==> src/rtl/timer_pkg.sv <==
// Shared definitions for the 8-bit timer control block.
// Holds TCR/TSR bit positions, clock-select encodings and the reserved mask.
package timer_pkg;

    localparam int CKS_LSB    = 0;
    localparam int CKS_MSB    = 1;
    localparam int UPDOWN_BIT = 4;
    localparam int EN_BIT     = 5;
    localparam int IE_BIT     = 6;
    localparam int LOAD_BIT   = 7;

    localparam int TSR_OVF = 0;
    localparam int TSR_UDF = 1;

    localparam logic [7:0] TCR_RESERVED_MASK = 8'h0C;

    typedef enum logic [1:0] {
        CKS_DIV2  = 2'b00,
        CKS_DIV4  = 2'b01,
        CKS_DIV8  = 2'b10,
        CKS_DIV16 = 2'b11
    } cks_e;

endpackage

==> src/rtl/timer_prescaler.sv <==
// Prescaler: free-running divider while enabled, clk_in picked by cks.
// Ports: pclk, preset_n, en, cks in; clk_in out (0 while en=0).
module timer_prescaler
    import timer_pkg::*;
#(
    parameter int DIV_W = 4
) (
    input  logic pclk,
    input  logic preset_n,
    input  logic en,
    input  cks_e cks,
    output logic clk_in
);

    logic [DIV_W-1:0] div_cnt;
    logic             sel;

    always_ff @(posedge pclk or negedge preset_n) begin
        if (!preset_n) begin
            div_cnt <= '0;
        end else if (en) begin
            div_cnt <= div_cnt + DIV_W'(1);
        end else begin
            div_cnt <= '0;
        end
    end

    always_comb begin
        sel = 1'b0;
        unique case (cks)
            CKS_DIV2:  sel = div_cnt[0];
            CKS_DIV4:  sel = div_cnt[1];
            CKS_DIV8:  sel = div_cnt[2];
            CKS_DIV16: sel = div_cnt[3];
        endcase
    end

    // div_cnt lags en by one edge; gate so clk_in is 0 as soon as en drops
    assign clk_in = en & sel;

endmodule

==> src/rtl/timer_ctrl.sv <==
// Timer control/status: TCR/TSR registers, count clock, wrap flags, irq.
// Optional TIMER_AUTORELOAD_EN: a wrap with load=1 also pulses tcr_reconf.
module timer_ctrl
    import timer_pkg::*;
#(
    parameter int DIV_W = 4
) (
    input  logic       pclk,
    input  logic       preset_n,
    input  logic       tcr_wr,
    input  logic [7:0] tcr_wdata,
    input  logic       tsr_wr,
    input  logic [1:0] tsr_wdata,
    input  logic [7:0] cnt,
    output logic [7:0] tcr,
    output logic [1:0] tsr,
    output logic       en,
    output logic       load,
    output logic       updown,
    output logic       clk_in,
    output logic       tcr_reconf,
    output logic       irq
);

    logic [7:0] cnt_q;
    logic       reconf_d;
    logic       ovf_det;
    logic       udf_det;
    logic       reconf_nxt;
    logic [1:0] tsr_set;
    logic [1:0] tsr_clr;

    assign en     = tcr[EN_BIT];
    assign load   = tcr[LOAD_BIT];
    assign updown = tcr[UPDOWN_BIT];
    assign irq    = tcr[IE_BIT] & (tsr[TSR_OVF] | tsr[TSR_UDF]);

    // reconf_d masks the counter jump caused by a reconfigure/reload
    always_comb begin
        ovf_det = en & ~updown & (cnt_q == 8'hFF)
                & (cnt == 8'h00) & ~reconf_d;
        udf_det = en & updown & (cnt_q == 8'h00)
                & (cnt == 8'hFF) & ~reconf_d;
        tsr_set = 2'b00;
        tsr_set[TSR_OVF] = ovf_det;
        tsr_set[TSR_UDF] = udf_det;
        tsr_clr = tsr_wr ? tsr_wdata : 2'b00;
`ifdef TIMER_AUTORELOAD_EN
        reconf_nxt = tcr_wr | (load & (ovf_det | udf_det));
`else
        reconf_nxt = tcr_wr;
`endif
    end

    always_ff @(posedge pclk or negedge preset_n) begin
        if (!preset_n) begin
            tcr        <= 8'h00;
            tsr        <= 2'b00;
            tcr_reconf <= 1'b0;
            cnt_q      <= 8'h00;
            reconf_d   <= 1'b0;
        end else begin
            if (tcr_wr) begin
                tcr <= tcr_wdata & ~TCR_RESERVED_MASK;
            end
            // set after clear: a coincident wrap keeps the flag
            tsr        <= (tsr & ~tsr_clr) | tsr_set;
            tcr_reconf <= reconf_nxt;
            cnt_q      <= cnt;
            reconf_d   <= tcr_reconf;
        end
    end

    timer_prescaler #(
        .DIV_W(DIV_W)
    ) u_prescaler (
        .pclk    (pclk),
        .preset_n(preset_n),
        .en      (en),
        .cks     (cks_e'(tcr[CKS_MSB:CKS_LSB])),
        .clk_in  (clk_in)
    );

endmodule

==> config.mk <==
export PLATFORM = sky130hd
export DESIGN_NAME = timer_ctrl
export DESIGN_NICKNAME = d
export VERILOG_FILES = /design/src/rtl/timer_pkg.sv /design/src/rtl/timer_prescaler.sv /design/src/rtl/timer_ctrl.sv
export SDC_FILE = /design/constraint.sdc
export NUM_CORES = 1
export LEC_CHECK = 0
export CAP_MARGIN = 30
export CELL_PAD_IN_SITES_DETAIL_PLACEMENT = 2
export CELL_PAD_IN_SITES_GLOBAL_PLACEMENT = 2
export CORE_MARGIN = 5
export CORE_UTILIZATION = 25
export CTS_CLUSTER_SIZE = 30
export DETAILED_ROUTE_END_ITERATION = 16
export PLACE_DENSITY = 0.81
export SETUP_SLACK_MARGIN = 0.15
export SLEW_MARGIN = 10
export SYNTH_ARGS = -nofsm -noshare
export SYNTH_HDL_FRONTEND = slang
export SYNTH_SLANG_ARGS = --single-unit
==> constraint.sdc <==
create_clock -name pclk -period 1.6 [get_ports pclk]
set_input_delay 0.24 -clock pclk [delete_from_list [all_inputs] [get_ports pclk]]
set_output_delay 0.24 -clock pclk [all_outputs]
set_load 0.02 [all_outputs]
==> results.sh <==
export IMPL_antenna_found_initial=0
export IMPL_cts_tree="built"
export IMPL_fin_setup_tns_ns=-0.1176
export IMPL_status="finished with violations"
export IMPL_vdd_drop_max_mv=0.4595
export IMPL_chipHeight_um=69.40
export IMPL_seq_area_frac_synth=0.6241
export IMPL_reg2reg_slack_ns=0.35
export IMPL_path_depth=3
export IMPL_power_frac_seq=0.528
export IMPL_setup_viol=1
export IMPL_worstSetupPathType="register to primary output"
export IMPL_design_core_area_um2=3390
export IMPL_clk_pin_slew_ns=0.13
export IMPL_ys_async_sr_fraction=1.000
export IMPL_max_freq_ghz=0.5822
export IMPL_cp_data_required_time_ns=1.36
export IMPL_period_minus_slack_ns=1.718
export IMPL_cp_top_family="multiplexers"
export IMPL_cpPeakStageDelay_ns=0.50
export IMPL_numClockSinks=22
export IMPL_fill_cells=361
export IMPL_drc=0
export IMPL_cts_buffers_inserted=3
export IMPL_power_mw=1.188
export IMPL_hold_violations=0
export IMPL_netlist_area_um2=882.1
export IMPL_critPathCaptureType="primary output"
export IMPL_syn_inst=65
export IMPL_synth_edf_count=0
export IMPL_cts_hold_buffers=0
export IMPL_clockBufferDepth=2
export IMPL_grt_use_total=0.1155
export IMPL_ant_nets=0
export IMPL_wl_per_cell_um=16.72
export IMPL_maxCapViolations=0
export IMPL_switching_power_mw=0.3175
export IMPL_vias_per_cell=4.503
export IMPL_rsz0062_at_grt="true"
export IMPL_diodes=0
export IMPL_syn_area_per_cell_um2=13.57
export IMPL_grt_pass1_wl_um=4388
export IMPL_hold_class="input pin to asynchronous set/reset pin"
export IMPL_grt_pass1_vias=828
export IMPL_nNetsFinal=131
export IMPL_path_buf_inv=1
export IMPL_ff2ff_path_depth=3
export IMPL_instances_no_fill=153
export IMPL_gp_congestion=0.7737
export IMPL_cp_start_kind="register"
export IMPL_yosysWarnings=0
export IMPL_ys_types=23
export IMPL_swShare=0.2673
export IMPL_path_cells="mux4_2 > and2_4 > buf_6"
export IMPL_port_buffers=33
export IMPL_synth_top_area_cell="dfrtp_1"
export IMPL_overflow=0
export IMPL_die_w_um=69.40
export IMPL_pre_cts_slack_ns=-0.2149
export IMPL_internal_power_mw=0.8703
export IMPL_period_share=1.074
export IMPL_synth_seq_cells=22
export IMPL_synth_common_cells="dfrtp_1 (22), mux2_2 (6), buf_4 (5), nand2_1 (5), and2_1 (4)"
export IMPL_area_growth_pct=50.35
export IMPL_io_pins=38
export IMPL_hpwlAfterDp_um=2002
export IMPL_clkPwrFrac=0.264
export IMPL_synth_top_cell_area_share=0.6241
export IMPL_setup_slack_ns=-0.1176
export IMPL_drt_pass1_iter_count=4
export IMPL_p_per_area_nw_per_um2=895.6
export IMPL_p_leak_nw=0.5924
export IMPL_slowest_stage="mux4_2"
export IMPL_detail_route_iter0_violations=17
export IMPL_routed_wl_um=2558
export IMPL_slew_violations=0
export IMPL_h_tree_depth=1
export IMPL_initial_utilization=0.2602
export IMPL_dp_cells=148
export IMPL_rows=21
export IMPL_arrival_ns=1.48
export IMPL_synth_ff_type="dfrtp_1"
export IMPL_synth_area_top_cells="dfrtp_1 (62%), mux2_2 (7.7%), buf_4 (4.3%), and2_1 (2.8%), mux4_2 (2.6%)"
export IMPL_final_core_utilization=0.3913
export IMPL_final_layout_size_suffix_gt1_frac=0.2617
export IMPL_critPathMaxFanout=2
export IMPL_grt_max_degree=23
export IMPL_die_area_um2=4816
export IMPL_failed_checks="negative setup slack"
export IMPL_yosysMostFrequentCell="dfrtp_1"
export IMPL_finalClockSkew_ns=0.005770
export IMPL_insertion_delay_ns=0.31
export IMPL_p_comb_frac=0.207
export IMPL_vias=689
export IMPL_ctsRootBufferMaster="clkbuf_4"
-- metal layers --
| layer | vias to the layer above | track usage | wire length, um |
|---|---|---|---|
| li1 | 310 | - | - |
| met1 | 352 | 0.1320 | 1040 |
| met2 | 20 | 0.2055 | 1376 |
| met3 | 7 | 0.01304 | 51 |
| met4 | 0 | 0.06725 | 89 |
| met5 | - | 0 | 0 |
-- registers in the layout (all words and copies together) (netlist names) --
signal,flops
cnt_q,8
reconf_d,1
tcr,6
tcr_reconf,1
tsr,2
u_prescaler.div_cnt,4
-- placed cells by master (no fill, tap or decap), types with 2 or more instances in the layout --
cell type	count
dlygate4sd2_1	10
buf_2	2
dfrtp_1	21
clkbuf_4	3
conb_1	2
nand4_1	3
clkdlybuf4s50_1	19
nor2_1	2
and2_1	3
nand3_1	3
mux2_2	6
buf_4	10
nand2_1	5
-- worst register-to-register path: stages, from the launching register on --
cell and delay (ns):
dfrtp_2 0.47, nor4b_1 0.27, nand2_1 0.11, o41ai_1 0.29
-- area by class of cell --
class | instances | area [um2] | share of cell area
repair buffers | 43 | 384.1 | 0.2896
well taps | 46 | 57.56 | 0.04340
flip-flops and latches | 22 | 551.8 | 0.4160
clock buffers | 4 | 36.28 | 0.02736
multi-input cells | 38 | 296.5 | 0.2236
-- cells by family after synthesis --
group | synth area share
flip-flops | 0.6241
AND/OR/NAND/NOR | 0.1518
other | 0.004251
multiplexers | 0.1021
buffers and inverters | 0.04681
adder cells (fa/ha/maj) | 0.01418
XOR/XNOR | 0.01986
AO/OA/AOI/OAI | 0.03689
-- path summary, 6_finish.rpt --
| check | startpoint | endpoint |
|---|---|---|
| worst max-delay path | tcr[0] | clk_in |
| worst min-delay path | preset_n | cnt_q[1] |
| worst max register to register | tcr[5] | tsr[1] |
| worst min register to register | tcr_reconf | reconf_d |
| max in group asynchronous | preset_n | tcr[5] |
| min in group pclk | tcr_reconf | reconf_d |
-- through the flow --
stage | cell area [um2] | hold WS (ns)
2_1_floorplan | 885.9 | -0.05559
3_3_place_gp | 1300 | 0.3860
3_5_place_dp | 1300 | 0.4072
4_1_cts | 1331 | 0.3044
5_1_grt | 1326 | 0.3190
6_report | 1326 | 0.2965
-- timing repair --
| item | 4_1_cts | 5_1_grt |
|---|---|---|
| pin swaps | 1 | 0 |
| endpoints found under the setup margin | 14 | 4 |
| resized for setup | 26 | 2 |
| gates cloned | 0 | 0 |
| buffers inserted | 1 | 0 |
-- power groups by stage --
| stage | registers [mW] | logic (mW) | clock network (mW) |
|---|---|---|---|
| 6_report | 0.628 | 0.246 | 0.314 |
| 5_1_grt | 0.635 | 0.266 | 0.346 |
| 4_1_cts | 0.630 | 0.251 | 0.324 |
| 3_5_place_dp | 0.640 | 0.259 | 0 |
| 3_3_place_gp | 0.635 | 0.249 | 0 |
| 2_1_floorplan | 0.654 | 0.0828 | 0 |
Note: power is estimated with default switching activity, not from simulation.
